**src/rtl/dfndr_pkg.sv**
```systemverilog
`default_nettype none
// +----------------------------------------------------------------------+
// | Package    : dfndr_pkg                                               |
// | Description: Shared types and widths for the Defender ROM download   |
// |              sequencer (FSM state enum, statistics widths).          |
// | Revision   : 1.0 - initial release                                   |
// +----------------------------------------------------------------------+
package dfndr_pkg;

  typedef enum logic [1:0] {
    BOOT   = 2'd0,
    LOAD   = 2'd1,
    SETTLE = 2'd2,
    RUN    = 2'd3
  } dl_state_t;

  // 17 bits covers the 48 KiB image with headroom before saturation.
  localparam int DL_COUNT_W = 17;
  localparam int DL_CSUM_W  = 16;

endpackage
`default_nettype wire

```
**src/rtl/dl_stat_accum.sv**
```systemverilog
`default_nettype none
// +----------------------------------------------------------------------+
// | Module     : dl_stat_accum                                           |
// | Description: Byte counter and additive checksum for one download.    |
// |              clr_i restarts both totals; en_i adds byte_i. When both |
// |              are high the byte becomes the first byte of the new run.|
// |              The count saturates at all-ones, the checksum wraps.    |
// | Ports      : clk_i, rst_i (sync, active-high), clr_i, en_i,          |
// |              byte_i[7:0], count_o[DL_COUNT_W], csum_o[DL_CSUM_W]     |
// | Revision   : 1.0 - initial release                                   |
// +----------------------------------------------------------------------+
module dl_stat_accum
  import dfndr_pkg::*;
(
  input  logic                  clk_i,
  input  logic                  rst_i,
  input  logic                  clr_i,
  input  logic                  en_i,
  input  logic [7:0]            byte_i,
  output logic [DL_COUNT_W-1:0] count_o,
  output logic [DL_CSUM_W-1:0]  csum_o
);

  logic [DL_COUNT_W-1:0] count_q;
  logic [DL_CSUM_W-1:0]  csum_q;
  logic [DL_COUNT_W-1:0] count_base;
  logic [DL_CSUM_W-1:0]  csum_base;

  // Base values the increment builds on: zero on a clear cycle.
  always_comb begin
    count_base = clr_i ? '0 : count_q;
    csum_base  = clr_i ? '0 : csum_q;
  end

  always_ff @(posedge clk_i) begin
    if (rst_i) begin
      count_q <= '0;
      csum_q  <= '0;
    end else if (en_i) begin
      count_q <= (&count_base) ? count_base : count_base + 1'b1;
      csum_q  <= csum_base + DL_CSUM_W'(byte_i);
    end else if (clr_i) begin
      count_q <= '0;
      csum_q  <= '0;
    end
  end

  assign count_o = count_q;
  assign csum_o  = csum_q;

endmodule
`default_nettype wire

```
**src/rtl/dl_rom_sequencer.sv**
```systemverilog
`default_nettype none
// +----------------------------------------------------------------------+
// | Module     : dl_rom_sequencer                                        |
// | Description: Forwards the HPS ioctl ROM stream to the Defender core  |
// |              ROM write port with one cycle of latency, drops bytes   |
// |              beyond ROM_SIZE, counts/checksums the image and holds   |
// |              the core in reset until a correctly sized image loaded. |
// | Ports      : clk_sys, reset (sync, active-high)                      |
// |              ioctl_download, ioctl_wr, ioctl_addr[25], ioctl_dout[8] |
// |              dn_addr[ADDR_W], dn_data[8], dn_wr                      |
// |              core_reset, rom_valid, size_err, ovf_err, checksum[16]  |
// | Revision   : 1.0 - initial release                                   |
// +----------------------------------------------------------------------+
module dl_rom_sequencer
  import dfndr_pkg::*;
#(
  parameter int ADDR_W      = 16,
  parameter int ROM_SIZE    = 49152,
  parameter int HOLD_CYCLES = 16
) (
  input  logic              clk_sys,
  input  logic              reset,
  input  logic              ioctl_download,
  input  logic              ioctl_wr,
  input  logic [24:0]       ioctl_addr,
  input  logic [7:0]        ioctl_dout,
  output logic [ADDR_W-1:0] dn_addr,
  output logic [7:0]        dn_data,
  output logic              dn_wr,
  output logic              core_reset,
  output logic              rom_valid,
  output logic              size_err,
  output logic              ovf_err,
  output logic [15:0]       checksum
);

  localparam logic [24:0]           C_ADDR_LIMIT = 25'(ROM_SIZE);
  localparam logic [DL_COUNT_W-1:0] C_COUNT_OK   = DL_COUNT_W'(ROM_SIZE);
  localparam logic [7:0]            C_HOLD_INIT  = 8'(HOLD_CYCLES - 1);

  dl_state_t             state_q, state_d;
  logic [7:0]            hold_q, hold_d;
  logic [ADDR_W-1:0]     dn_addr_q;
  logic [7:0]            dn_data_q;
  logic                  dn_wr_q;
  logic                  rom_valid_q, size_err_q, ovf_err_q;

  logic                  w_load_entry;
  logic                  w_set_valid;
  logic                  w_set_size_err;
  logic                  w_wr_accept;
  logic                  w_wr_in_range;
  logic                  w_wr_ovf;
  logic [DL_COUNT_W-1:0] w_count;
  logic [DL_CSUM_W-1:0]  w_csum;

  // While in LOAD with ioctl_download low we are in the falling-edge
  // cycle, so a coincident strobe still carries the final byte.
  always_comb begin
    w_wr_accept   = ioctl_wr && (ioctl_download || (state_q == LOAD));
    w_wr_in_range = w_wr_accept && (ioctl_addr < C_ADDR_LIMIT);
    w_wr_ovf      = w_wr_accept && !(ioctl_addr < C_ADDR_LIMIT);
  end

  always_comb begin
    state_d        = state_q;
    hold_d         = hold_q;
    core_reset     = 1'b1;
    w_load_entry   = 1'b0;
    w_set_valid    = 1'b0;
    w_set_size_err = 1'b0;
    case (state_q)
      BOOT: begin
        if (ioctl_download) begin
          state_d      = LOAD;
          w_load_entry = 1'b1;
        end
      end
      LOAD: begin
        if (!ioctl_download) begin
          state_d = SETTLE;
          hold_d  = C_HOLD_INIT;
        end
      end
      SETTLE: begin
        if (ioctl_download) begin
          state_d      = LOAD;
          w_load_entry = 1'b1;
        end else if (hold_q == 8'd0) begin
          if (w_count == C_COUNT_OK) begin
            state_d     = RUN;
            w_set_valid = 1'b1;
          end else begin
            state_d        = BOOT;
            w_set_size_err = 1'b1;
          end
        end else begin
          hold_d = hold_q - 8'd1;
        end
      end
      RUN: begin
        core_reset = 1'b0;
        if (ioctl_download) begin
          state_d      = LOAD;
          w_load_entry = 1'b1;
        end
      end
      default: state_d = BOOT;
    endcase
  end

  always_ff @(posedge clk_sys) begin
    if (reset) begin
      state_q     <= BOOT;
      hold_q      <= 8'd0;
      dn_addr_q   <= '0;
      dn_data_q   <= 8'd0;
      dn_wr_q     <= 1'b0;
      rom_valid_q <= 1'b0;
      size_err_q  <= 1'b0;
      ovf_err_q   <= 1'b0;
    end else begin
      state_q <= state_d;
      hold_q  <= hold_d;
      dn_wr_q <= w_wr_in_range;
      if (w_wr_in_range) begin
        dn_addr_q <= ioctl_addr[ADDR_W-1:0];
        dn_data_q <= ioctl_dout;
      end

      if (w_load_entry)     rom_valid_q <= 1'b0;
      else if (w_set_valid) rom_valid_q <= 1'b1;

      if (w_load_entry)        size_err_q <= 1'b0;
      else if (w_set_size_err) size_err_q <= 1'b1;

      // An out-of-range byte in the entry cycle belongs to the new image.
      if (w_wr_ovf)          ovf_err_q <= 1'b1;
      else if (w_load_entry) ovf_err_q <= 1'b0;
    end
  end

  dl_stat_accum u_accum (
    .clk_i   (clk_sys),
    .rst_i   (reset),
    .clr_i   (w_load_entry),
    .en_i    (w_wr_in_range),
    .byte_i  (ioctl_dout),
    .count_o (w_count),
    .csum_o  (w_csum)
  );

  assign dn_addr   = dn_addr_q;
  assign dn_data   = dn_data_q;
  assign dn_wr     = dn_wr_q;
  assign rom_valid = rom_valid_q;
  assign size_err  = size_err_q;
  assign ovf_err   = ovf_err_q;
  assign checksum  = w_csum;

endmodule
`default_nettype wire
```
**config.mk**
```make
export PLATFORM = sky130hd
export DESIGN_NAME = dl_rom_sequencer
export DESIGN_NICKNAME = d
export VERILOG_FILES = /design/src/rtl/dfndr_pkg.sv /design/src/rtl/dl_stat_accum.sv /design/src/rtl/dl_rom_sequencer.sv
export SDC_FILE = /design/constraint.sdc
export NUM_CORES = 1
export LEC_CHECK = 0
export CELL_PAD_IN_SITES_DETAIL_PLACEMENT = 1
export CELL_PAD_IN_SITES_GLOBAL_PLACEMENT = 1
export CORE_UTILIZATION = 25
export DETAILED_ROUTE_END_ITERATION = 12
export PLACE_DENSITY_LB_ADDON = 0.2
export SYNTH_ARGS = -nofsm -noshare
export SYNTH_HDL_FRONTEND = slang
export SYNTH_SLANG_ARGS = --single-unit
```
**constraint.sdc**
```tcl
create_clock -name clk_sys -period 3.2 [get_ports clk_sys]
set_clock_uncertainty 0.1 [all_clocks]
set_input_delay 0.64 -clock clk_sys [delete_from_list [all_inputs] [get_ports clk_sys]]
set_output_delay 0.64 -clock clk_sys [all_outputs]
set_load 0.02 [all_outputs]
```
==> impl_metrics.json <==
{
  "root_buffer": "clkbuf_16",
  "maxCapViolCount": 0,
  "synth-edff-count": 0,
  "synth_area_um2": 3620,
  "yosys_register_bits": 71,
  "dr.first_iter.drc_count": 139,
  "synth_top_area_share_pct": 39.2,
  "globalplace.congestion": 0.852,
  "synth_cell_types": 55,
  "fmax_mhz": 333,
  "synth.yosys.seq_area_share_pct": 39.2,
  "p_switching_uw": 830,
  "clk_pin_slew_ns": 0.06,
  "diodes": 0,
  "setup_viol": 0,
  "crit_path_start_kind": "input port",
  "p_int_uw": 2020,
  "die_w_um": 122,
  "total_power_uw": 2850,
  "ir_worst_vdd_mv": 0.197,
  "drt_first_pass_iters": 4,
  "slowest_delay_ns": 0.55,
  "multi_input_comb_area_um2": 2060,
  "worst_slew_pin_slew_ns": 0.664,
  "worstPathArrival_ns": 3.17,
  "worst_hold_slack_ns": 0.351,
  "viasPerCell": 5.01,
  "crit_start": "ioctl_download",
  "grt_setup_unrepaired": "no",
  "start_util_pct": 25.9,
  "p_clk_share_pct": 42.6,
  "grt_pass1_vias": 3960,
  "path_cells": "clkdlybuf4s50_1 -> nand2b_4 -> and2_1 -> ha_1 -> nand4_1 -> a211oi_1 -> o31ai_2 -> or4_1 -> a21oi_1",
  "cp.depth": 9,
  "coreArea_um2": 14000,
  "min-delay-start": "dn_data[5]",
  "path_delay_family": "simple AND/OR/NAND/NOR gates",
  "placed_cell_area_um2": 4820,
  "r2r-start": "state_q[1]",
  "ys.flop_type": "dfxtp_1",
  "p_leak_uw": 0.00184,
  "area_growth_pct": 43.0,
  "worstHoldPathType": "register to register",
  "gr-total-overflow": 0,
  "portBuffers": 81,
  "synthArstFlopShare_pct": 0,
  "grt_start_max_net_pins": 41,
  "synth_area_leaders": "dfxtp_1 39%, nand2_1 9.2%, a21oi_1 9.0%",
  "grt_pass1_wl_mm": 19.5,
  "powerDensity_nw_per_um2": 549,
  "finalInstanceArea_um2": 5180,
  "p_seq_share_pct": 35.5,
  "htree_levels": 3,
  "antenna_found_initial": 0,
  "grt_util_all_layers_pct": 16.7,
  "cts.sinks": 71,
  "final_nets": 609,
  "cp.buffers_inverters": 1,
  "antenna_left": 0,
  "r2r_end": "u_accum.csum_o[11]",
  "slowest_stage": "clkdlybuf4s50_1",
  "die-height_um": 122,
  "tns_ns": 0,
  "die_area_um2": 15000,
  "clockBufferDepth": 2,
  "crit_type": "input port to register",
  "timing.final.crit_share_pct": 93.9,
  "ys_warn_count": 0,
  "fillerInstances": 1709,
  "yosysTopAreaCell": "dfxtp_1",
  "min_to": "dn_data[5]",
  "place_hpwl_mm": 8.71,
  "slew_viol_final": 0,
  "clk-insertion-delay-late_ns": 0.35,
  "final_core_util_pct": 37.1,
  "ioPinCount": 82,
  "cts_made_buffers": 9,
  "ff2ff_path_depth": 10,
  "crit_required_ns": 3.37,
  "seqCellArea_um2": 1420,
  "synth_cells": 453,
  "cp_max_fo": 8,
  "relSlewSlack_pct": 55.3,
  "syn-num-nets": 504,
  "pwr-share-comb_pct": 22.0,
  "vias": 3721,
  "wl_per_cell_um": 15.8,
  "routed_wirelength_mm": 11.7,
  "period_minus_slack_ns": 3.00,
  "outcome": "completed",
  "drive_gt1_share_pct": 10.8,
  "p_sw_share_pct": 29.2,
  "tritoncts": "built",
  "drc": 0,
  "fp-row-count": 43,
  "postCtsSetupBuffers": 0,
  "syn-mean-instance-area_um2": 8.00,
  "finalHoldViolations": 0,
  "r2r_slack_ns": 0.35,
  "hold_depth": 2,
  "cp-end-kind": "register"
}
==> power groups by stage <==
stage	Combinational, µW	Clock, µW	Sequential (µW)
5_1_grt	693	1280	1020
2_1_floorplan	414	0	1020
4_1_cts	632	1240	1010
3_5_place_dp	624	0	1030
3_3_place_gp	603	0	1020
6_report	625	1210	1010
==> cells in the final DEF (no fill, tap or decap), drive strengths merged, types with 2 or more instances in the layout <==
| cell | n |
|---|---|
| nand2 | 89 |
| clkdlybuf4s50 | 80 |
| dfxtp | 71 |
| a21oi | 65 |
| buf | 36 |
| nor2 | 20 |
| nand3 | 18 |
| inv | 15 |
| or3 | 13 |
| ha | 13 |
| and2 | 12 |
| clkbuf | 10 |
| nor3 | 9 |
| nand4 | 9 |
| or4 | 8 |
| o31ai | 8 |
| xnor2 | 7 |
| o21ai | 7 |
| and3 | 6 |
| nor4 | 6 |
| xor2 | 5 |
| a211oi | 5 |
| nand2b | 4 |
| nor4b | 3 |
| o311ai | 3 |
| nand3b | 3 |
| a21o | 3 |
| bufinv | 3 |
| a311oi | 3 |
| o21a | 2 |
| nor3b | 2 |
| nor2b | 2 |
| o22ai | 2 |
| a41o | 2 |
| o221ai | 2 |
| mux2i | 2 |
| clkinv | 2 |
==> Yosys cell counts, drive strengths merged (2+ instances only) <==
library cell / instances
o311ai: 3
inv: 14
nor3b: 2
nor3: 9
or3: 13
nand2: 89
ha: 13
and3: 6
nor4b: 3
nand3b: 3
o221ai: 2
buf: 5
o22ai: 2
a211oi: 5
nand2b: 4
xnor2: 7
o21ai: 7
dfxtp: 71
a21oi: 65
nand4: 9
nor2: 20
clkbuf: 17
o21a: 2
and2: 12
a21o: 3
a311oi: 3
o31ai: 8
mux2i: 2
nand3: 18
a41o: 2
or4: 8
nor4: 6
nor2b: 2
xor2: 5
==> layer usage <==
metal	global-route usage, %	share of wire, %
met1	19.8	45
met5	0	0
met2	28.9	49
met4	7.70	2.1
met3	3.49	3.7
==> registers in the layout, indices dropped and copies added, names as in the netlist <==
register,count
u_accum.count_o,17
u_accum.csum_o,16
hold_q,8
rom_valid,1
dn_data,8
dn_wr,1
dn_addr,16
state_q,2
ovf_err,1
size_err,1
==> metrics by stage <==
step           std cells  setup WS [ns]
5_1_grt              743        0.00109
4_1_cts              743         0.0611
6_report             743          0.196
3_3_place_gp         727         -0.159
3_5_place_dp         727         -0.298
2_1_floorplan        453          0.226
==> logic make-up after synthesis <==
logic type               after synthesis  synth area share, %
adder cells (fa/ha/maj)               14                 5.04
AND/OR/NAND/NOR                      207                 29.2
multiplexers                           2                0.552
AO/OA/AOI/OAI                        111                 19.0
flip-flops                            71                 39.2
XOR/XNOR                              12                 2.90
buffers and inverters                 36                 4.07
==> area by class of cell <==
type                    instances  area share (%)
multi-input cells             346            39.8
flip-flops and latches         71            27.4
repair buffers                116            20.6
clock buffers                  10            4.61
well taps                     180            4.34
clock inverters                 6            2.24
inverters                      14            1.01
==> how the worst max path moves through the flow <==
| stage | endpoint | slack (ns) |
|---|---|---|
| CTS | u_accum.csum_o[13] | 0.06 |
| floorplan | u_accum.csum_o[11] | 0.23 |
| finish | u_accum.csum_o[11] | 0.20 |
| detailed placement | u_accum.csum_o[13] | -0.30 |
| global route | u_accum.csum_o[11] | 0.001 |
| global placement | u_accum.csum_o[13] | -0.16 |
==> worst register-to-register path, cell delays in order, from the launching register on <==
cell	delay (ns)
dfxtp_1	0.35
inv_1	0.07
ha_1	0.19
nand2b_4	0.19
and2_1	0.19
ha_1	0.36
nand4_1	0.18
a211oi_1	0.41
o31ai_2	0.17
or4_1	0.41
a21oi_1	0.14
==> repair_timing <==
item                       in CTS  in global routing
hold buffers                    0                  0
setup endpoints to repair       0                  4
gates resized for setup         0                  1
Power figures use the tool's default switching activity.
